--- src/rtl/mem_port_arbiter.sv ---
// mem_port_arbiter: round-robin arbiter of fetch and load/store requests onto one word-addressed memory port
module mem_port_arbiter #(
  parameter int ADDR_W = 7,
  parameter int DATA_W = 32
) (
  input  logic              clk,
  input  logic              rst_n,
  input  logic              if_req_valid,
  output logic              if_req_ready,
  input  logic [31:0]       if_req_addr,
  output logic              if_resp_valid,
  input  logic              if_resp_ready,
  output logic [DATA_W-1:0] if_resp_data,
  output logic              if_resp_err,
  input  logic              d_req_valid,
  output logic              d_req_ready,
  input  logic [31:0]       d_req_addr,
  input  logic              d_req_we,
  input  logic [DATA_W-1:0] d_req_wdata,
  output logic              d_resp_valid,
  input  logic              d_resp_ready,
  output logic [DATA_W-1:0] d_resp_data,
  output logic              d_resp_err,
  output logic [ADDR_W-1:0] mem_addr,
  output logic [DATA_W-1:0] mem_wdata,
  output logic              mem_we,
  input  logic [DATA_W-1:0] mem_rdata
);
  typedef enum logic [1:0] {IDLE, RESP_IF, RESP_D} state_t;
  state_t state, state_nxt;
  logic last_d, gnt_if, gnt_d, gnt, err, resp_err;
  logic [31:0] addr;
  logic [DATA_W-1:0] resp_data;
  always_comb begin
    gnt_d = rst_n && state == IDLE && d_req_valid && (!if_req_valid || !last_d);
    gnt_if = rst_n && state == IDLE && if_req_valid && (!d_req_valid || last_d);
    gnt = gnt_d || gnt_if;
    addr = gnt_d ? d_req_addr : if_req_addr;
    err = addr[1:0] != 2'b00 || addr[31:ADDR_W+2] != '0;
    state_nxt = state == IDLE ? (gnt_d ? RESP_D : gnt_if ? RESP_IF : IDLE)
              : state == RESP_IF ? (if_resp_ready ? IDLE : RESP_IF)
              : (d_resp_ready ? IDLE : RESP_D);
  end
  assign if_req_ready = gnt_if;
  assign d_req_ready = gnt_d;
  assign mem_addr = gnt ? addr[ADDR_W+1:2] : '0;
  assign mem_we = gnt_d && d_req_we && !err;
  assign mem_wdata = d_req_wdata;
  assign if_resp_valid = state == RESP_IF;
  assign d_resp_valid = state == RESP_D;
  assign if_resp_data = if_resp_valid ? resp_data : '0;
  assign d_resp_data = d_resp_valid ? resp_data : '0;
  assign if_resp_err = if_resp_valid && resp_err;
  assign d_resp_err = d_resp_valid && resp_err;
  always_ff @(posedge clk) begin
    if (!rst_n) begin
      state <= IDLE;
      last_d <= 1'b0;
      resp_data <= '0;
      resp_err <= 1'b0;
    end else begin
      state <= state_nxt;
      if (gnt) begin
        last_d <= gnt_d;
        resp_data <= (err || (gnt_d && d_req_we)) ? '0 : mem_rdata;
        resp_err <= err;
      end
    end
  end
endmodule

--- config.mk ---
export PLATFORM = sky130hd
export DESIGN_NAME = mem_port_arbiter
export DESIGN_NICKNAME = d
export VERILOG_FILES = /design/src/rtl/mem_port_arbiter.sv
export SDC_FILE = /design/constraint.sdc
export NUM_CORES = 1
export LEC_CHECK = 0
export CORE_ASPECT_RATIO = 0.9
export CORE_MARGIN = 10
export CORE_UTILIZATION = 25
export DETAILED_ROUTE_END_ITERATION = 16
export GPL_ROUTABILITY_DRIVEN = 1
export PLACE_DENSITY = 0.79
export SLEW_MARGIN = 20
export SYNTH_ARGS = -nofsm -noshare
export SYNTH_HDL_FRONTEND = slang
export SYNTH_SLANG_ARGS = --single-unit
--- constraint.sdc ---
create_clock -name clk -period 1.6 [get_ports clk]
set_input_delay 0.16 -clock clk [delete_from_list [all_inputs] [get_ports clk]]
set_output_delay 0.16 -clock clk [all_outputs]
set_load 0.005 [all_outputs]
======== Word level (Yosys, flattened, before mapping) ========
Cells that the tools add are included.
Widths: inputs -> output; s select.
cells by class
  multiplexer cells ....................... 11
  reductions and logical operators ........ 21
  equality and inequality tests ........... 2
operators with widths
  kind                count
  $mux 32             4
  $reduce_bool 23->1  1
  $logic_and 1x1->1   9
  $mux 2              4
  $mux 7              1
  $logic_or 1x1->1    5
  $logic_not 1->1     4
  $eq 2x1->1 const B  1
  $eq 2x2->1 const B  1
  $logic_not 2->1     1
  $mux 1              2
  $reduce_bool 2->1   1
storage, ports and cells
  logic and storage cells ................. 38
  input port bits ......................... 135
  flip-flop bits (word level) ............. 36

======== Longest topological paths before layout ========
Gate-level depths: netlist (run 1).
  depth after elaboration ................. 9
  mapped depth ............................ 7

======== Worst setup path before layout (run 1) ========
No wires, ideal clock.
  kind .................................... register to register
  start point ............................. reg state[1]
  end point ............................... reg resp_data[10]
  library setup time ...................... 0.117 ns
  data required time ...................... 1.483 ns
  slack ................................... 0.095 ns
  cell stages (with the launch flop) ...... 8
  arrival time ............................ 1.388 ns
  clock period less this slack ............ 1.505 ns
  cells stage by stage .................... dfxtp_1 > nor3b_4 > nand3_2 > inv_1 > nor2_1 > o21a_4 > buf_8 > a22o_1
between the ends
  longest elaborated chain between the ends .. 9
  elaborated cells between the ends (all ways) .. 14
RTL lines
  item                                                            RTL line  source
  start: declaration                                              30        state_t state, state_nxt;
  start signal: assignment                                        62        state <= state_nxt;
  $logic_not 2->1 (*)                                             35, 36
  $logic_and 1x1->1 (*)                                           35, 36
  $logic_and 1x1->1 (2 in series)                                 35        gnt_d = rst_n && state == IDLE && d_req_valid && (!if_req_valid || !last_d);
  $mux 32                                                         38        addr = gnt_d ? d_req_addr : if_req_addr;
  $reduce_bool 23->1 / $reduce_bool 2->1 (equally long branches)  39        err = addr[1:0] != 2'b00 || addr[31:ADDR_W+2] != '0;
  $logic_or 1x1->1                                                39
  $logic_or 1x1->1                                                65        resp_data <= (err || (gnt_d && d_req_we)) ? '0 : mem_rdata;
  $mux 32                                                         65
  end signal: assignment                                          65
  end: declaration                                                33        logic [DATA_W-1:0] resp_data;
Every way passes the cells marked *; elsewhere a longest branch is shown, timed or not.
A chain may end at the register's enable or synchronous reset.

======== Final worst setup path (run 1) ========
  start point ............................. reg state[1]
  end point ............................... reg resp_data[20]
The elaborated chain is that of the path after synthesis.

==> results by group, run 1 <==
Yosys
  • Share of the synthesized area in compound gates (AO/OA/AOI/OAI): 19.6%
  • Post-synthesis instance total: 231
  • Multiplexer area fraction after synthesis: 0%
  • Syn Nets: 366
  • Share of synthesized flip-flops with an asynchronous set or reset: 0%
  • Post-synthesis sequential area ratio: 34.3%
  • Combinational family with the most area after synthesis: simple AND/OR/NAND/NOR gates
  • Number of library cell types mapped by synthesis: 29
  • Number of synthesis warnings: 0
  • Ranking of synthesized cells by area: sky130_fd_sc_hd__dfxtp_1 (34%), sky130_fd_sc_hd__and2_1 (20%), sky130_fd_sc_hd__a22o_1 (16%), sky130_fd_sc_hd__buf_4 (11%), sky130_fd_sc_hd__nor4_1 (3.3%)
  • Mapped Avg Cell Area: 9.11 um2
  • Top cell type's share of synthesized area: 34.3%
  • Area share of xor/xnor cells in the synthesized design: 0%
  • Adder-Cell Fraction of Synth Area: 0%
  • #FFs+latches synth: 36
  • Post-synthesis simple-gate area fraction: 30.3%
  • Number of flops mapped to enable cells by yosys: 0
  • Cell taking the most area after synthesis: sky130_fd_sc_hd__dfxtp_1
  • Post-Synthesis Cell Area: 2100 um2
  • Most common flop cell mapped by yosys: sky130_fd_sc_hd__dfxtp_1

Run
  • Total of max-cap violations: 0

Cells and area
  • Utilization of the core after routing: 57.7%
  • Most common cell after layout, fill and taps aside: sky130_fd_sc_hd__clkdlybuf4s50_1
  • Filler cell count: 685
  • Fin cells: 531
  • Share of final-layout standard cells stronger than drive strength 1: 49.1%
  • Antenna fix cells: 0
  • Combined flip-flop and latch cell area: 723 um2
  • Footprint of the multi-input gates: 1250 um2
  • Area added between synthesis and finish: 122%
  • Number of nets at the end of the flow: 566
  • Post-route cell area: 4670 um2
  • Commonest non-fill, non-tap cells in the layout: sky130_fd_sc_hd__clkdlybuf4s50_1 (102), sky130_fd_sc_hd__buf_6 (90), sky130_fd_sc_hd__and2_4 (56)

Clock tree
  • Number of buffers on the longest clock path: 2
  • CTS sink count: 36
  • Later-pin clock latency in the skew report: 0.28 ns
  • H-tree levels: 2
  • Clock buffers created by TritonCTS: 5
  • Clock-pin transition on the worst setup and hold timing paths: 0.08 ns
  • Clock tree from TritonCTS: built
  • Root Driver: sky130_fd_sc_hd__clkbuf_8

Timing
  • Maximum clock skew at final layout: 0.00684 ns
  • Final number of hold-violating endpoints: 0
  • Worst Hold Slack: 0.320 ns
  • Post-layout minimum cycle time: 1.79 ns
  • Period Utilization, post-route: 112%
  • Post-route setup TNS: -8.73 ns
  • Slew of the pin with the lowest slew margin: 0.268 ns
  • Slew Viols, Final: 0
  • Setup slack of the critical path after layout: -0.188 ns
  • Final setup vio count: 91
  • Max-slew headroom at the worst pin: 81.9%
  • Setup repair after global routing missed its margin: true
  • Highest clock rate: 559 MHz

Setup path
  • R2r worst-path depth: 8
  • Max stage delay on crit path: 0.33 ns
  • Flop2flop setup slack: -0.19 ns
  • Classification of the worst setup path: reg2reg
  • CP most frequent cell: sky130_fd_sc_hd__buf_6
  • Critical-path cell list: buf_6 -> nor3b_4 -> nand3_4 -> buf_6 -> o32ai_4 -> o21a_4 -> buf_12 -> a22o_1
  • Slowest-stage cell, CP: sky130_fd_sc_hd__dfxtp_2
  • Arrival time at the worst endpoint: 2.02 ns
  • Endpoint of the worst-slack reg-to-reg timing path: resp_data[20]
  • Worst path required time: 1.83 ns
  • Worst flop-to-flop path startpoint: state[1]
  • Launching element type of the critical path: register
  • CP Max Fanout: 18
  • Sort of element at the end of the critical path: register

Routing
  • Residual DRC: 0
  • Vias after detailed routing: 2500
  • DRT iter0 DRCs: 79
  • First-pass iteration count of the detailed router: 3
  • Average wire per standard cell: 19.9 um
  • Wire length reported by the detailed router: 10600 um
  • Vias per std cell: 4.71
  • Post-DRT Antenna Nets: 0

Die
  • Total core area: 8110 um2
  • Boundary pin count: 245
  • Effective utilization at floorplan: 25.9%
  • Die height: 107 um
  • Std cell rows: 31
  • Die ar.: 12500 um2
  • Horiz. Die Dim: 117 um

Pwr
  • Static leakage: 2.07 nW
  • Power density over the cells: 495 nW/um2
  • Part of the power in combinational logic: 26.2%
  • Switching share of total power: 23.1%
  • Relative contribution of the clock network to total power: 34.5%
  • Power spent charging and discharging nets: 535 uW
  • Sequential share of power: 39.3%
  • Internal: 1.78 mW
  • Max VDD drop: 0.309 mV
  • Total power: 2.31 mW

Placement
  • Placed instance area: 3890 um2
  • Total placed cells including tap cells: 483
  • Final RePlAce weighted congestion: 0.690
  • Worst slack at placement: -0.498 ns
  • # port buffers: 180
  • HPWL Detailed: 7190 um

Global route
  • Global route overflow: 0
  • Global-route wire length before repair: 15200 um
  • Total Routing Usage GR: 15.5%
  • Antenna violations before repair: 0
  • Maximum number of pins on one net before global-route repair: 33
  • Via count of the first global-routing pass: 2701

Status
  • Run status: finished with violations
  • Violated checks: setup timing

Hold path
  • Class of the most critical hold timing path: in2out
  • Hold endpoint: mem_wdata[14]
  • Launch instance of the worst min-delay path: d_req_wdata[14]
  • Count of cells along the worst hold path: 0
[area by class of cell]
cell class,instances,share of cell area [%]
repair buffers,238,52.6
multi-input cells,148,26.7
flip-flops and latches,36,15.5
well taps,99,2.65
clock buffers,6,1.55
clock inverters,2,0.749
inverters,2,0.321
[logic make-up (layout without fill, tap and decap cells)]
kind of cell | count (synthesis) | count (layout)
compound gates | 47 | 47
buf+inv | 47 | 248
flops | 36 | 36
simple gates | 101 | 101
[synthesized netlist by cell type, types with 2 or more instances]
master                     instances
sky130_fd_sc_hd__nor3_1            2
sky130_fd_sc_hd__and2_1           67
sky130_fd_sc_hd__nand4_1           2
sky130_fd_sc_hd__nand2_1           2
sky130_fd_sc_hd__nor2b_1           3
sky130_fd_sc_hd__nand2b_1          3
sky130_fd_sc_hd__clkbuf_1          9
sky130_fd_sc_hd__a21boi_0          2
sky130_fd_sc_hd__nor2_1            5
sky130_fd_sc_hd__buf_8             3
sky130_fd_sc_hd__buf_4            32
sky130_fd_sc_hd__dfxtp_1          36
sky130_fd_sc_hd__a22o_1           39
sky130_fd_sc_hd__nor4_1           11
[power groups by stage]
stage | sequential [mW] | clock, mW | combinational, mW
floorplan | 0.929 | 0 | 0.157
global placement | 0.929 | 0 | 0.441
detailed placement | 0.930 | 0 | 0.451
CTS | 0.908 | 0.836 | 0.590
global route | 0.909 | 0.873 | 0.644
finish | 0.909 | 0.799 | 0.607
[registers in the layout, indices dropped and copies added (netlist names)]
register / cells
last_d: 1
resp_data: 32
resp_err: 1
state: 2
[critical path: cells and delay by family (launching register included)]
family | cells | cell delay (ns)
buf+inv | 3 | 0.41
compound gates | 3 | 0.60
flops | 1 | 0.33
simple gates | 2 | 0.38
[how the worst max path moves through the flow]
stage	start	endpoint	slack [ns]	cells past startpoint
2_1_floorplan	state[1]	resp_data[10]	0.09	7
3_3_place_gp	rst_n	mem_addr[2]	-0.47	7
3_5_place_dp	rst_n	mem_addr[1]	-0.50	7
4_1_cts	state[0]	resp_data[20]	-0.20	8
5_1_grt	state[1]	mem_addr[4]	-0.27	7
6_report	state[1]	resp_data[20]	-0.19	8
[layer usage]
metal  vias to the layer above  GRT usage (%)  share of wire [%]
met4                         0           4.41                1.4
met3                        18           7.19                 11
li1                       1177              -                  -
met2                       127           27.4                 51
met5                         -              0                  0
met1                      1178           16.0                 36
[repair_timing]
item,CTS,global route
resized for setup,369,113
setup endpoints to repair,110,110
pin swaps,25,18
hold buffers,0,0
cloned,9,1
buffers inserted,33,3
Power figures use the tool's default switching activity.
==> run 2: changes to the inputs <==
SETUP_SLACK_MARGIN = 0.4   (was default)
==> run 2 against run 1 <==
  * The run still ends with setup timing left
  * Combinational power hardly changed
  * Clock power fell by 15%
  * Worst hold slack did not move
  * Sequential cell count is the same
  * Clock skew up 0.0029 ns
  * Sequential share of layout area is 0.55 points higher
  * Count of clock-buffer cells in the layout up 1
  * Largest power group unchanged
  * Highest routed layer unchanged
==> results by group, run 2 (synthesized netlist as in run 1, its figures left out) <==
Cells and area
  • Antenna fix cells: 0
  • Share of final-layout standard cells stronger than drive strength 1: 41.0%
  • Largest registers: resp_data x32, state x2
  • Flip-flop count of the largest register after layout: 32
  • Utilization of the core after routing: 56.1%
  • Fin cells: 533
  • Commonest non-fill, non-tap cells in the layout: sky130_fd_sc_hd__clkdlybuf4s50_1 (93), sky130_fd_sc_hd__and2_1 (55), sky130_fd_sc_hd__buf_2 (48)
  • Top register by number of flip-flops: resp_data
  • Most common cell after layout, fill and taps aside: sky130_fd_sc_hd__clkdlybuf4s50_1
  • Number of nets at the end of the flow: 568
  • Area added between synthesis and finish: 116%

Clock tree
  • Later-pin clock latency in the skew report: 0.29 ns
  • CTS sink count: 36
  • Clock buffers created by TritonCTS: 5
  • H-tree levels: 2
  • Number of hold buffers added after cts: 0
  • Clock-pin transition on the worst setup and hold timing paths: 0.07 ns
  • Root Driver: sky130_fd_sc_hd__clkbuf_8
  • Clock tree from TritonCTS: built
  • Number of buffers on the longest clock path: 2

Global route
  • Total Routing Usage GR: 15.8%
  • Via count of the first global-routing pass: 2720
  • Maximum number of pins on one net before global-route repair: 23
  • Global-route wire length before repair: 15500 um
  • Global route overflow: 0
  • Antenna violations before repair: 0

Timing
  • Setup slack of the critical path after layout: -0.176 ns
  • Post-layout minimum cycle time: 1.78 ns
  • Period Utilization, post-route: 111%
  • Maximum clock skew at final layout: 0.00974 ns
  • Max-slew headroom at the worst pin: 82.8%
  • Final setup vio count: 86
  • Final number of hold-violating endpoints: 0
  • Highest clock rate: 563 MHz
  • Slew of the pin with the lowest slew margin: 0.256 ns
  • Slew Viols, Final: 0
  • Worst Hold Slack: 0.320 ns
  • Setup repair after global routing missed its margin: true

Setup path
  • Worst flop-to-flop path startpoint: state[1]
  • Critical Path End: resp_data[25]
  • Launching element type of the critical path: input pin
  • CP Max Fanout: 10
  • Arrival time at the worst endpoint: 2.00 ns
  • Sort of element at the end of the critical path: register
  • Worst path required time: 1.83 ns
  • R2r worst-path depth: 9
  • Classification of the worst setup path: in2reg
  • Worst Setup SP: rst_n
  • Endpoint of the worst-slack reg-to-reg timing path: resp_data[25]
  • Flop2flop setup slack: -0.17 ns

Die
  • Die ar.: 12500 um2
  • Std cell rows: 31
  • Total core area: 8110 um2
  • Effective utilization at floorplan: 25.9%
  • Boundary pin count: 245
  • Die height: 107 um
  • Horiz. Die Dim: 117 um

Placement
  • Total placed cells including tap cells: 485
  • Final RePlAce weighted congestion: 0.784
  • # port buffers: 180
  • HPWL Detailed: 7530 um

Run
  • Total of max-cap violations: 0

Routing
  • Post-DRT Antenna Nets: 0
  • Vias after detailed routing: 2481
  • Sum of met2 wire segment lengths after detailed routing: 5300 um
  • DR WL met3: 1160 um
  • Top routing layer in use: met4
  • Metal1 wirelength: 3940 um
  • Wire length reported by the detailed router: 10600 um
  • Vias per std cell: 4.65
  • Average wire per standard cell: 19.8 um
  • Residual DRC: 0
  • First-pass iteration count of the detailed router: 4
  • DRT iter0 DRCs: 34

Pwr
  • Static leakage: 2.04 nW
  • Max VDD drop: 0.280 mV
  • Power density over the cells: 484 nW/um2

Hold path
  • Launch instance of the worst min-delay path: d_req_wdata[10]
  • Class of the most critical hold timing path: in2out

Status
  • Violated checks: setup timing
  • Run status: finished with violations
[run 2: per-layer routing]
metal | global-route usage (%) | vias to the layer above
li1 | - | 1184
met3 | 7.97 | 18
met2 | 27.3 | 126
met5 | 0 | -
met1 | 16.8 | 1153
met4 | 3.79 | 0
[run 2: through the flow]
| stage | cell area, um2 | TNS (ns) | power [mW] | setup slack, ns |
|---|---|---|---|---|
| 6_report | 4550 | -8.71 | 2.20 | -0.176 |
| 5_1_grt | 4550 | -15.89 | 2.32 | -0.242 |
| 2_1_floorplan | 2110 | 0 | 1.09 | 0.135 |
| 4_1_cts | 4370 | -9.35 | 2.21 | -0.185 |
| 3_3_place_gp | 3890 | -14.28 | 1.37 | -0.399 |
| 3_5_place_dp | 3890 | -15.66 | 1.38 | -0.497 |
[run 2: where the power goes]
group          switching, mW  total [mW]  internal, mW
clock                  0.333       0.683         0.350
sequential           0.00762       0.909         0.901
combinational          0.194       0.610         0.416
[run 2: worst min-delay path by stage]
stage,to,slack (ns),depth (start not counted)
after detailed placement,mem_wdata[16],0.32,0
final,mem_wdata[10],0.32,0
after global routing,mem_wdata[5],0.32,0
after global placement,mem_wdata[16],0.32,0
after CTS,mem_wdata[16],0.32,0
after floorplan,resp_data[0],0.28,1
[run 2: critical path: stages]
cell,delay [ns]
sky130_fd_sc_hd__clkdlybuf4s50_1,0.48
sky130_fd_sc_hd__nor3b_4,0.21
sky130_fd_sc_hd__buf_4,0.15
sky130_fd_sc_hd__nand3_4,0.08
sky130_fd_sc_hd__buf_6,0.14
sky130_fd_sc_hd__o32ai_4,0.21
sky130_fd_sc_hd__o21a_4,0.20
sky130_fd_sc_hd__buf_12,0.13
sky130_fd_sc_hd__buf_12,0.12
sky130_fd_sc_hd__a22o_1,0.12
[run 2: layout make-up]
class / instances / area [um2]
fill: 713 / 3560
tap: 99 / 124
sequential: 36 / 728
timing repair buffer: 239 / 2400
multi-input combinational: 148 / 1170
inverter: 2 / 15.0
clock buffer: 7 / 86.3
timing repair inverter: 1 / 16.3
clock inverter: 1 / 7.51
[run 2: timing repair]
action,4_1_cts,5_1_grt
buffers inserted,24,4
endpoints found under the setup margin,112,114
pin swaps,20,16
gates resized for setup,343,42
gates cloned,10,2
==> run 3: changes to the inputs <==
CTS_CLUSTER_SIZE = 12   (was default)
==> results of run 3 <==
No change in the layout: final DEF, timing and power equal those of run 2.
